<file path="src/rtl/text_pkg.sv">
// ---------------------------------------------------------------------------
// text_pkg
// Shared constants and types for the text-screen write engine: screen
// geometry, the control codes the writer interprets, the writer FSM state
// enum and the RAM cell address packing helper.
// ---------------------------------------------------------------------------
package text_pkg;

    localparam int COLS   = 80;
    localparam int ROWS   = 60;
    localparam int COL_W  = 7;
    localparam int ROW_W  = 6;
    localparam int ADDR_W = ROW_W + COL_W + 1;

    localparam logic [COL_W-1:0] LAST_COL = COL_W'(COLS - 1);
    localparam logic [ROW_W-1:0] LAST_ROW = ROW_W'(ROWS - 1);

    // Attribute written by clears: white foreground, black background.
    localparam logic [7:0] DEFAULT_META = 8'h07;

    localparam logic [7:0] CH_BS    = 8'h08;
    localparam logic [7:0] CH_LF    = 8'h0A;
    localparam logic [7:0] CH_FF    = 8'h0C;
    localparam logic [7:0] CH_CR    = 8'h0D;
    localparam logic [7:0] CH_SPACE = 8'h20;

    typedef enum logic [2:0] {
        IDLE,
        WR_ASCII,
        WR_META,
        CLR_ROW,
        CLR_ALL
    } writer_state_e;

    // RAM address layout: {row, col, sel}; sel 0 = ASCII byte, 1 = meta byte.
    function automatic logic [ADDR_W-1:0] cell_addr(input logic [ROW_W-1:0] row,
                                                    input logic [COL_W-1:0] col,
                                                    input logic             sel);
        return {row, col, sel};
    endfunction

endpackage

</file>
<file path="src/rtl/text_cursor.sv">
// ---------------------------------------------------------------------------
// text_cursor
// Hardware cursor (column/row registers) for the text writer.
// Ports:
//   clk_25, reset          clock, asynchronous active-high reset
//   cmd_inc                advance one cell, wrapping to the next row at the end
//   cmd_wrap               line feed: column 0, next row
//   cmd_back               backspace: column - 1, stops at column 0
//   cmd_home               column 0, row 0
//   cmd_cr                 carriage return: column 0
//   col, row               current cursor position
//   row_next               row the cursor will hold after this cycle's command
//   last_col               cursor is in the last column
// Commands are mutually exclusive in normal use; home has priority.
// ---------------------------------------------------------------------------
module text_cursor
    import text_pkg::*;
(
    input  logic             clk_25,
    input  logic             reset,
    input  logic             cmd_inc,
    input  logic             cmd_wrap,
    input  logic             cmd_back,
    input  logic             cmd_home,
    input  logic             cmd_cr,
    output logic [COL_W-1:0] col,
    output logic [ROW_W-1:0] row,
    output logic [ROW_W-1:0] row_next,
    output logic             last_col
);

    logic [COL_W-1:0] col_q, col_d;
    logic [ROW_W-1:0] row_q, row_d;
    logic             last_row;
    logic [ROW_W-1:0] row_wrapped;

    assign last_col    = (col_q == LAST_COL);
    assign last_row    = (row_q == LAST_ROW);
    // No scrolling: moving past the bottom row lands on row 0.
    assign row_wrapped = last_row ? '0 : row_q + 1'b1;

    always_comb begin
        // NOTE: every signal assigned here gets a default first so no path
        // leaves it unassigned, which would infer a latch.
        col_d = col_q;
        row_d = row_q;
        if (cmd_home) begin
            col_d = '0;
            row_d = '0;
        end else if (cmd_wrap) begin
            col_d = '0;
            row_d = row_wrapped;
        end else if (cmd_inc) begin
            if (last_col) begin
                col_d = '0;
                row_d = row_wrapped;
            end else begin
                col_d = col_q + 1'b1;
            end
        end else if (cmd_back) begin
            if (col_q != '0) begin
                col_d = col_q - 1'b1;
            end
        end else if (cmd_cr) begin
            col_d = '0;
        end
    end

    always_ff @(posedge clk_25 or posedge reset) begin
        // NOTE: sequential state uses non-blocking assignments so every flop
        // samples pre-edge values regardless of block ordering.
        if (reset) begin
            col_q <= '0;
            row_q <= '0;
        end else begin
            col_q <= col_d;
            row_q <= row_d;
        end
    end

    assign col      = col_q;
    assign row      = row_q;
    assign row_next = row_d;

endmodule

</file>
<file path="src/rtl/text_writer.sv">
// ---------------------------------------------------------------------------
// text_writer
// Write-side engine for the 80x60 text screen RAM. Accepts ASCII + meta
// bytes over valid/ready, writes them at the cursor and interprets CR, LF,
// BS and FF. Entering a new row (LF or auto-wrap) blanks that row; FF
// blanks the whole screen and homes the cursor.
// Ports:
//   clk_25, reset          clock, asynchronous active-high reset
//   char_in, meta_in       character code and attribute (meta bit 7 dropped)
//   char_valid/char_ready  input handshake; ready only while IDLE
//   ram_addr/data/wr_en    registered RAM write port, {row,col,sel} address
//   cursor_col/cursor_row  current cursor position
//   busy                   not IDLE (inverse of char_ready)
// ---------------------------------------------------------------------------
module text_writer
    import text_pkg::*;
(
    input  logic        clk_25,
    input  logic        reset,
    input  logic [7:0]  char_in,
    input  logic [7:0]  meta_in,
    input  logic        char_valid,
    output logic        char_ready,
    output logic [13:0] ram_addr,
    output logic [7:0]  ram_data,
    output logic        ram_wr_en,
    output logic [6:0]  cursor_col,
    output logic [5:0]  cursor_row,
    output logic        busy
);

    writer_state_e state_q, state_d;

    logic [7:0]        meta_q, meta_d;
    logic [COL_W-1:0]  clr_col_q, clr_col_d;
    logic [ROW_W-1:0]  clr_row_q, clr_row_d;
    logic              clr_sel_q, clr_sel_d;

    logic              ram_wr_en_q, ram_wr_en_d;
    logic [ADDR_W-1:0] ram_addr_q, ram_addr_d;
    logic [7:0]        ram_data_q, ram_data_d;

    logic              accept;
    logic              sweep_row_end;
    logic              clearing;

    logic              cur_inc, cur_wrap, cur_back, cur_home, cur_cr;
    logic [COL_W-1:0]  cur_col;
    logic [ROW_W-1:0]  cur_row, cur_row_next;
    logic              cur_last_col;

    text_cursor u_cursor (
        .clk_25   (clk_25),
        .reset    (reset),
        .cmd_inc  (cur_inc),
        .cmd_wrap (cur_wrap),
        .cmd_back (cur_back),
        .cmd_home (cur_home),
        .cmd_cr   (cur_cr),
        .col      (cur_col),
        .row      (cur_row),
        .row_next (cur_row_next),
        .last_col (cur_last_col)
    );

    assign accept        = char_valid && (state_q == IDLE);
    assign clearing      = (state_q == CLR_ROW) || (state_q == CLR_ALL);
    // The port is currently writing the meta byte of the last column.
    assign sweep_row_end = (clr_col_q == LAST_COL) && clr_sel_q;

    // ---------------- state register ----------------
    always_ff @(posedge clk_25 or posedge reset) begin
        if (reset) begin
            state_q     <= IDLE;
            meta_q      <= '0;
            clr_col_q   <= '0;
            clr_row_q   <= '0;
            clr_sel_q   <= 1'b0;
            ram_wr_en_q <= 1'b0;
            ram_addr_q  <= '0;
            ram_data_q  <= '0;
        end else begin
            state_q     <= state_d;
            meta_q      <= meta_d;
            clr_col_q   <= clr_col_d;
            clr_row_q   <= clr_row_d;
            clr_sel_q   <= clr_sel_d;
            ram_wr_en_q <= ram_wr_en_d;
            ram_addr_q  <= ram_addr_d;
            ram_data_q  <= ram_data_d;
        end
    end

    // ---------------- next-state logic ----------------
    always_comb begin
        state_d = state_q;
        case (state_q)
            IDLE: begin
                if (accept) begin
                    case (char_in)
                        CH_CR, CH_BS: state_d = IDLE;
                        CH_LF:        state_d = CLR_ROW;
                        CH_FF:        state_d = CLR_ALL;
                        default:      state_d = WR_ASCII;
                    endcase
                end
            end
            WR_ASCII: state_d = WR_META;
            // Writing into the last column wraps onto a fresh row to blank.
            WR_META:  state_d = cur_last_col ? CLR_ROW : IDLE;
            CLR_ROW:  if (sweep_row_end) state_d = IDLE;
            CLR_ALL:  if (sweep_row_end && (clr_row_q == LAST_ROW)) state_d = IDLE;
            default:  state_d = IDLE;
        endcase
    end

    // ---------------- output / datapath logic ----------------
    always_comb begin
        cur_inc     = 1'b0;
        cur_wrap    = 1'b0;
        cur_back    = 1'b0;
        cur_home    = 1'b0;
        cur_cr      = 1'b0;
        meta_d      = meta_q;
        clr_col_d   = '0;
        clr_row_d   = '0;
        clr_sel_d   = 1'b0;
        ram_wr_en_d = 1'b0;
        ram_addr_d  = ram_addr_q;
        ram_data_d  = ram_data_q;

        // Cursor commands.
        case (state_q)
            IDLE: begin
                if (accept) begin
                    meta_d = meta_in & 8'h7F;
                    case (char_in)
                        CH_CR:   cur_cr   = 1'b1;
                        CH_BS:   cur_back = 1'b1;
                        CH_LF:   cur_wrap = 1'b1;
                        default: ;
                    endcase
                end
            end
            WR_META: cur_inc = 1'b1;
            CLR_ALL: cur_home = (state_d == IDLE);
            default: ;
        endcase

        // Sweep counters track the cell on the port; they rest at zero
        // outside a sweep so each sweep starts from column 0, sel 0.
        if (clearing) begin
            clr_col_d = clr_col_q;
            clr_row_d = clr_row_q;
            clr_sel_d = ~clr_sel_q;
            if (clr_sel_q) begin
                if (clr_col_q == LAST_COL) begin
                    clr_col_d = '0;
                    clr_row_d = (clr_row_q == LAST_ROW) ? '0 : clr_row_q + 1'b1;
                end else begin
                    clr_col_d = clr_col_q + 1'b1;
                end
            end
        end

        // The RAM port is loaded with the write belonging to the next state.
        case (state_d)
            WR_ASCII: begin
                ram_wr_en_d = 1'b1;
                ram_addr_d  = cell_addr(cur_row, cur_col, 1'b0);
                ram_data_d  = char_in;
            end
            WR_META: begin
                ram_wr_en_d = 1'b1;
                ram_addr_d  = cell_addr(cur_row, cur_col, 1'b1);
                ram_data_d  = meta_q;
            end
            CLR_ROW: begin
                ram_wr_en_d = 1'b1;
                ram_addr_d  = cell_addr(cur_row_next, clr_col_d, clr_sel_d);
                ram_data_d  = clr_sel_d ? DEFAULT_META : CH_SPACE;
            end
            CLR_ALL: begin
                ram_wr_en_d = 1'b1;
                ram_addr_d  = cell_addr(clr_row_d, clr_col_d, clr_sel_d);
                ram_data_d  = clr_sel_d ? DEFAULT_META : CH_SPACE;
            end
            default: ;
        endcase
    end

    assign char_ready = (state_q == IDLE);
    assign busy       = (state_q != IDLE);
    assign ram_wr_en  = ram_wr_en_q;
    assign ram_addr   = ram_addr_q;
    assign ram_data   = ram_data_q;
    assign cursor_col = cur_col;
    assign cursor_row = cur_row;

endmodule
</file>
<file path="config.mk">
export PLATFORM = sky130hd
export DESIGN_NAME = text_writer
export DESIGN_NICKNAME = d
export VERILOG_FILES = /design/src/rtl/text_pkg.sv /design/src/rtl/text_cursor.sv /design/src/rtl/text_writer.sv
export SDC_FILE = /design/constraint.sdc
export NUM_CORES = 1
export LEC_CHECK = 0
export BUFFER_PORTS_ARGS = -buffer_cell sky130_fd_sc_hd__buf_2
export CORE_MARGIN = 5
export CORE_UTILIZATION = 57
export DETAILED_ROUTE_END_ITERATION = 8
export PLACE_DENSITY_LB_ADDON = 0.3
export REMOVE_ABC_BUFFERS = 1
export SYNTH_ARGS = -nofsm -noshare
export SYNTH_HDL_FRONTEND = slang
export SYNTH_HIERARCHICAL = 1
export SYNTH_SLANG_ARGS = --single-unit
</file>
<file path="constraint.sdc">
create_clock -name clk_25 -period 4.1 [get_ports clk_25]
set_input_delay 0 -clock clk_25 [delete_from_list [all_inputs] [get_ports clk_25]]
set_output_delay 0 -clock clk_25 [all_outputs]
set_load 0.01 [all_outputs]
</file>
==> metrics.yaml, run 1 <==
postCtsHoldBufs: 9
vias_per_cell: 6.36
finalWirelength_mm: 9.36
core_area_mm2: 0.00596
tritoncts: "done"
synth_edf_count: 0
synthCells: 375
leakagePower_uw: 0.00185
fp.dieH_um: 88.4
die_x_um: 88.4
clockPowerShare_pct: 21.7
synth.distinct_cells: 70
synth_area_per_cell_um2: 9.34
multi_input_area_mm2: 0.00183
vias: 3257
clock.fmax_mhz: 312
htree_levels: 3
fillers: 494
clk_pin_slew_worst_paths_ns: 0.07
boundaryPins: 57
cts-root-buf: "clkbuf_8"
layout_min_cycle_time_ns: 3.20
final_util_pct: 68.6
cts_buffers: 9
r2r_end: "ram_addr[13]"
areaGrowthSynthToFinish_pct: 16.6
ir_worst_vdd_v: 0.000479
postCtsSetupRepairBufs: 0
antenna_found_initial: 0
status: "finished clean"
r2r_slack_ns: 0.90
syn_area_mm2: 0.00350
fin_setup_tns_ns: 0
grt_max_degree: 48
drc: 0
portBuffers: 55
power.density_mw_per_mm2: 609
fin_crit_sh_pct: 78.1
crit_chain: "or4b_4, or4_4, inv_1, a41oi_4, or4_1, a21oi_1, a32oi_1, a2bb2oi_1"
antenna_cells: 0
regArea_mm2: 0.00150
yosysSeqAreaShare_pct: 42.9
rr_worst_depth: 8
critical_path_class: "reg -> reg"
synthArstFlopShare_pct: 100
worstPathRequired_ns: 4.34
tightest_slew_ns: 1.00
ys_warn_count: 6
crit_fanout: 10
ant_nets: 0
dr.pass1.iters: 4
grt_pass1_wl_mm: 15.8
r2r_start: "state_q[1]"
rows: 28
p_comb_share_pct: 41.9
drtIter0Drc: 316
setup_viol: 0
drive_above_1_share_pct: 23.8
totalPowerFinal_uw: 2490
gp_congestion: 0.886
nets: 456
slowest_stage: "or4b_4"
grt_overflow_total: 0
clockBufferDepth: 2
clock_sinks: 60
hold_class: "in -> reg"
max_stage_delay_ns: 0.65
dpl.hpwl_mm: 6.47
track_usage_pct: 26.0
p_int_uw: 1520
slew_headroom_pct: 33.3
min_from: "char_in[4]"
synth_flop_cell: "dfrtp_1"
whs_path_depth: 3
seqPwrFrac_pct: 36.4
p_sw_share_pct: 38.8
netSwitchingPower_uw: 965
crit_arrival_ns: 3.44
start_util_pct: 58.8
critPathLaunchType: "register"
slew_violations: 0
hold_viol: 0
fin_skew_ns: 0.00706
clk_latency_ns: 0.33
end_kind: "register"
startpoint: "state_q[1]"
first_global_vias: 3172
min_to: "ram_data[4]"
synth.ff_latch_count: 60
wl_per_cell_um: 18.3
post_cts_resized: 0
maxCapViolations: 0
rsz0062_at_grt: "no"
die_area_mm2: 0.00781
cell usage in the layout, fill, tap and decap left out, drive strengths merged, types with 4 or more instances in the layout:
cell type	n
a2bb2oi	5
nor3b	5
a22oi	4
nand2	49
or3	4
buf	59
nor3	8
o211ai	6
o31ai	8
a31oi	13
nor4	6
dlygate4sd3	9
nor2b	6
ha	5
a21oi	19
nand2b	5
or2	4
clkbuf	12
o21ai	20
inv	16
dfrtp	60
and2	4
mux2i	5
nand3	9
nor2	21
or4	5
and3	7
nand4	9
through the flow:
stage | worst slack [ns] | instances | hold WS (ns) | area [um^2]
detailed placement | 0.927 | 487 | 0.0983 | 3790
global placement | 1.02 | 487 | 0.0855 | 3790
global route | 0.781 | 512 | 0.0668 | 4090
finish | 0.898 | 512 | 0.0194 | 4090
floorplan | 1.21 | 353 | -0.123 | 3390
CTS | 0.902 | 512 | 0.0149 | 4090
logic make-up after synthesis:
group	after synthesis	synth area share, %
adders and majority gates	5	1.79
xor gates and xnor gates	4	1.00
AOI/OAI and AO/OA	108	22.3
and+or+nand+nor	151	24.4
DFF	60	42.9
buffers and inverters	39	4.96
muxes	8	2.71
area by class of cell:
| type | count | share of cell area [%] |
|---|---|---|
| Timing Repair Buffer | 68 | 9.68 |
| Inverter | 17 | 1.56 |
| Sequential cell | 60 | 36.8 |
| Clock inverter | 4 | 1.16 |
| Multi-Input combinational cell | 276 | 44.7 |
| Tap cell | 75 | 2.30 |
| Clock buffer | 12 | 3.80 |
per-layer routing:
| layer | track usage (%) | wire [um] | up-vias | share of wire, % |
|---|---|---|---|---|
| li1 | - | - | 1510 | - |
| met1 | 36.1 | 4140 | 1595 | 44 |
| met2 | 41.9 | 4450 | 132 | 48 |
| met3 | 3.54 | 569 | 20 | 6.1 |
| met4 | 9.07 | 204 | 0 | 2.2 |
| met5 | 0 | 0 | - | 0 |
power groups by stage:
stage / logic [uW] / registers (uW) / clock network (uW)
CTS: 1040 / 902 / 548
floorplan: 644 / 940 / 0
detailed placement: 1030 / 911 / 0
global placement: 1000 / 904 / 0
global route: 1150 / 927 / 571
finish: 1040 / 905 / 538
critical path, delay by kind of cell (launching register included):
| family | cells | cell delay [ns] |
|---|---|---|
| AO/OA/AOI/OAI | 4 | 0.62 |
| AND/OR/NAND/NOR | 3 | 1.78 |
| flip-flops | 1 | 0.46 |
| buffers and inverters | 1 | 0.25 |
flip-flops by register name (all words and copies together) (netlist names):
register,flops
clr_sel_q,1
clr_col_q,7
u_cursor/col,7
u_cursor/row,6
ram_wr_en,1
clr_row_q,6
ram_addr,14
meta_q,7
state_q,3
ram_data,8
synth_stat cells (3+ instances only):
library cell,n,area [um^2]
dfrtp_1,60,1500
nand2_1,49,184
o21ai_0,20,100
a21oi_1,19,95.1
nor2_1,19,71.3
inv_1,15,56.3
clkbuf_1,14,52.6
a31oi_1,13,81.3
nand3_1,9,45.0
nand4_1,9,56.3
nor3_1,8,40.0
o31ai_1,8,60.1
nor2b_1,6,37.5
o211ai_1,6,45.0
and3_1,5,31.3
ha_1,5,62.6
mux2i_1,5,50.1
nand2b_1,5,31.3
a22oi_1,4,30.0
a2bb2oi_1,4,35.0
and2_1,4,25.0
nor3b_1,4,30.0
nor4_1,4,25.0
or2_2,4,25.0
a311o_1,3,30.0
a32oi_1,3,26.3
buf_2,3,15.0
buf_6,3,33.8
mux2_4,3,45.0
o22ai_1,3,18.8
or3_1,3,18.8
or4_1,3,22.5
xor2_1,3,26.3
how the worst max path moves through the flow:
| stage | endpoint | cells after the start | slack, ns |
|---|---|---|---|
| 2_1_floorplan | ram_addr[13] | 8 | 1.21 |
| 3_3_place_gp | ram_addr[13] | 8 | 1.02 |
| 3_5_place_dp | ram_addr[13] | 8 | 0.93 |
| 4_1_cts | ram_addr[13] | 8 | 0.90 |
| 5_1_grt | ram_addr[13] | 8 | 0.78 |
| 6_report | ram_addr[13] | 8 | 0.90 |
Note: power is estimated with default switching activity, not from simulation.
==> inputs of run 2 (changes only) <==
--- a/config.mk
+++ b/config.mk
@@ -5,9 +5,10 @@
 export SDC_FILE = /design/constraint.sdc
 export NUM_CORES = 1
 export LEC_CHECK = 0
+export ABC_AREA = 1
 export BUFFER_PORTS_ARGS = -buffer_cell sky130_fd_sc_hd__buf_2
 export CORE_MARGIN = 5
-export CORE_UTILIZATION = 57
+export CORE_UTILIZATION = 52
 export DETAILED_ROUTE_END_ITERATION = 8
 export PLACE_DENSITY_LB_ADDON = 0.3
 export REMOVE_ABC_BUFFERS = 1
==> constraint.sdc (replaced) <==
create_clock -name clk_25 -period 2.6 [get_ports clk_25]
set_input_delay 0 -clock clk_25 [delete_from_list [all_inputs] [get_ports clk_25]]
set_output_delay 0 -clock clk_25 [all_outputs]
set_load 0.01 [all_outputs]
==> run 2 against run 1 <==
Non-clock buffer count increased by 10. Worst setup slack got worse by 0.70 ns. Critical endpoint is now u_cursor/col[0]. Synthesized cell count rose by 38%.
==> metrics.yaml, run 2 <==
worstPathRequired_ns: 2.84  # was 4.34 ns
rows: 30  # was 28
layout_min_cycle_time_ns: 2.40  # was 3.20 ns
finalWirelength_mm: 10.2  # was 9.36 mm
grt_overflow_total: 0  # unchanged
rr_worst_depth: 16  # was 8
gp_congestion: 0.916  # was 0.886
status: "finished clean"  # unchanged
dr.max_layer_used: "met4"  # unchanged
dpl.hpwl_mm: 7.18  # was 6.47 mm
layout_common_cells: "nand2_1 (181), dfrtp_1 (60), buf_2 (55)"  # was dfrtp_1 (60), buf_2 (55), nand2_1 (49)
final_common_cell: "nand2_1"  # was dfrtp_1
fin_crit_sh_pct: 92.4  # was 78.1%
syn_area_mm2: 0.00371  # was 0.00350 mm^2
multi_input_area_mm2: 0.00193  # was 0.00183 mm^2
synth-compound-area-share_pct: 6.47  # was 22.3%
die_x_um: 94.5  # was 88.4 um
crit_family: "simple AND/OR/NAND/NOR gates"  # unchanged
dr.pass1.iters: 5  # was 4
synth_fa_ha_area_share_pct: 1.68  # was 1.79%
crit_chain: "nor2_2, nand2_2, inv_1, nand2_2, nor2_2, a21oi_4, nand2_1, inv_1, inv_1, nand2_1, nor2_1, nand3_2, nand2_4, inv_2, nand3_1, o21ai_1"  # was or4b_4, or4_4, inv_1, a41oi_4, or4_1, a21oi_1, a32oi_1, a2bb2oi_1
slew_violations: 0  # unchanged
max_stage_delay_ns: 0.42  # was 0.65 ns
synth.most_common_cell: "nand2_1"  # was dfrtp_1
vias_per_cell: 5.41  # was 6.36
synth_area_leaders: "dfrtp_1 (40%), nand2_1 (18%), inv_1 (5.5%)"  # was dfrtp_1 (43%), nand2_1 (5.3%), o21ai_0 (2.9%)
synth_top_family_by_area: "simple AND/OR/NAND/NOR gates"  # unchanged
path_depth: 16  # was 8
startpoint: "state_q[1]"  # unchanged
drive_above_1_share_pct: 19.7  # was 23.8%
synth.distinct_cells: 37  # was 70
setup_viol: 0  # unchanged
crit_end: "u_cursor/col[0]"  # was ram_addr[13]
end_kind: "register"  # unchanged
r2r_start: "state_q[1]"  # unchanged
tightest_slew_ns: 0.993  # was 1.00 ns
seqPwrFrac_pct: 32.3  # was 36.4%
clock_sinks: 60  # unchanged
tritoncts: "done"  # unchanged
start_util_pct: 54.1  # was 58.8%
nets: 618  # was 456
power.density_mw_per_mm2: 926  # was 609 mW/mm^2
yosysSeqAreaShare_pct: 40.4  # was 42.9%
crit_top_cell: "inv_1"
wl_met3_um: 647  # was 569 um
slowest_stage: "dfrtp_1"  # was or4b_4
fp.dieH_um: 94.5  # was 88.4 um
leakagePower_uw: 0.00241  # was 0.00185 uW
ant_nets: 0  # unchanged
clk_latency_ns: 0.35  # was 0.33 ns
synthSimpleGateAreaFrac_pct: 41.4  # was 24.4%
cts-root-buf: "clkbuf_8"  # unchanged
p_int_uw: 2320  # was 1520 uW
p_comb_share_pct: 45.2  # was 41.9%
critical_path_class: "reg -> reg"  # unchanged
netSwitchingPower_uw: 1810  # was 965 uW
regArea_mm2: 0.00150  # unchanged
synth_top_cells_by_count: "nand2_1 (181), dfrtp_1 (60), inv_1 (54)"  # was dfrtp_1 (60), nand2_1 (49), o21ai_0 (20)
drc: 0  # unchanged
track_usage_pct: 24.8  # was 26.0%
rsz0062_at_grt: "no"  # unchanged
first_global_vias: 3737  # was 3172
antenna_cells: 0  # unchanged
totalPowerFinal_uw: 4130  # was 2490 uW
clk_pin_slew_worst_paths_ns: 0.07  # about the same
clock.fmax_mhz: 416  # was 312 MHz
yosys.area.top_type: "dfrtp_1"  # unchanged
synth.ff_latch_count: 60  # unchanged
drtIter0Drc: 371  # was 316
portBuffers: 55  # unchanged
hold_class: "in -> reg"  # unchanged
grt_max_degree: 48  # unchanged
p_sw_share_pct: 43.8  # was 38.8%
maxCapViolations: 0  # unchanged
areaGrowthSynthToFinish_pct: 20.2  # was 16.6%
vias: 3757  # was 3257
cts_buffers: 9  # unchanged
largest_reg_flops: 14  # unchanged
slew_headroom_pct: 33.8  # was 33.3%
r2r_end: "u_cursor/col[0]"  # was ram_addr[13]
htree_levels: 3  # unchanged
crit_fanout: 10  # unchanged
synthDominantCellAreaShare_pct: 40.4  # was 42.9%
fillers: 587  # was 494
antenna_found_initial: 0  # unchanged
synthXorXnorAreaFrac_pct: 1.89  # was 1.00%
synth_flop_cell: "dfrtp_1"  # unchanged
clockBufferDepth: 2  # unchanged
synth_edf_count: 0  # unchanged
grt_pass1_wl_mm: 17.4  # was 15.8 mm
critPathLaunchType: "register"  # unchanged
synth_area_per_cell_um2: 7.19  # was 9.34 um^2
wl_met2_mm: 4.92  # was 4.45 mm
postCtsSetupRepairBufs: 0  # unchanged
ir_worst_vdd_v: 0.000494  # was 0.000479 V
synthArstFlopShare_pct: 100  # unchanged
synthCells: 517  # was 375
boundaryPins: 57  # unchanged
fin_setup_tns_ns: 0  # unchanged
ys_warn_count: 6  # unchanged
wl_met1_mm: 4.33  # was 4.14 mm
wl_per_cell_um: 14.7  # was 18.3 um
hold_viol: 0  # unchanged
worst-path-buf-inv: 4  # was 1
fin_skew_ns: 0.0113  # was 0.00706 ns
clockPowerShare_pct: 22.6  # was 21.7%
synth_mux_area_share_pct: 0.269  # was 2.71%
die_area_mm2: 0.00893  # was 0.00781 mm^2
r2r_slack_ns: 0.20  # was 0.90 ns
core_area_mm2: 0.00687  # was 0.00596 mm^2
crit_arrival_ns: 2.64  # was 3.44 ns
run 2: cell types whose count changed in the layout (fill, tap and decap cells not counted), sizes merged, moves of 6 or more:
cell,before,now
a31oi,13,1
nand4,9,29
o31ai,8,0
nor2,21,56
nand3,9,43
o211ai,6,0
nand2,49,193
and3,7,1
buf,59,66
inv,16,58
nor2b,6,0
run 2: power groups by stage:
stage	Sequential [uW]	Combinational [uW]	Clock, uW
2_1_floorplan	1430	1070	0
3_3_place_gp	1340	1780	0
3_5_place_dp	1350	1820	0
4_1_cts	1330	1840	951
5_1_grt	1360	2080	1000
6_report	1330	1870	932
run 2: how the worst min path moves through the flow:
stage	start	endpoint	cells after the start
3_3_place_gp	reset	u_cursor/row[3]	2
4_1_cts	char_in[5]	ram_data[5]	5
5_1_grt	char_in[5]	ram_data[5]	5
2_1_floorplan	reset	u_cursor/col[0]	1
3_5_place_dp	reset	u_cursor/row[3]	2
6_report	char_in[5]	ram_data[5]	5
run 2: kinds of logic after synthesis:
logic type / after synthesis
AND/OR/NAND/NOR: 332
buffers and inverters: 70
flip-flops: 60
AO/OA/AOI/OAI: 41
XOR/XNOR: 8
adder cells (fa/ha/maj): 5
multiplexers: 1
run 2: timing repair:
item	CTS	global route
endpoints found under the hold margin	71	0
endpoints found under the setup margin	0	21
resized for setup	0	2
hold buffers	12	0
run 2: per-stage QoR:
step	utilization [%]	hold slack (ns)	setup slack [ns]	instance area (um^2)	instances
6_report	65.0	0.0279	0.197	4460	695
2_1_floorplan	-	-0.123	0.244	3640	505
3_5_place_dp	59.9	0.0668	0.168	4120	667
5_1_grt	65.0	0.0820	0.0187	4460	695
4_1_cts	64.8	0.00779	0.165	4450	695
3_3_place_gp	59.9	0.0600	0.227	4120	667
run 2: worst register-to-register path, cell delays in order (launching register included):
cell and delay [ns]:
dfrtp_1 0.42, nor2_2 0.23, nand2_2 0.12, inv_1 0.10, nand2_2 0.15, nor2_2 0.20, a21oi_4 0.04, nand2_1 0.05
inv_1 0.07, inv_1 0.21, nand2_1 0.09, nor2_1 0.16, nand3_2 0.10, nand2_4 0.13, inv_2 0.06, nand3_1 0.06
o21ai_1 0.07
run 2: final cells by class:
class,count,share of cell area [%]
well taps,96,2.69
clock inverters,6,1.99
repair buffers,78,10.7
flip-flops and latches,60,33.6
clock buffers,10,2.86
inverters,58,4.88
multi-input cells,387,43.2
run 2: metal layers:
metal  global-route usage, %  vias to the layer above
li1                        -                     1823
met4                    12.5                        0
met1                    33.5                     1758
met2                    38.2                      146
met5                       0                        -
met3                    4.70                       30
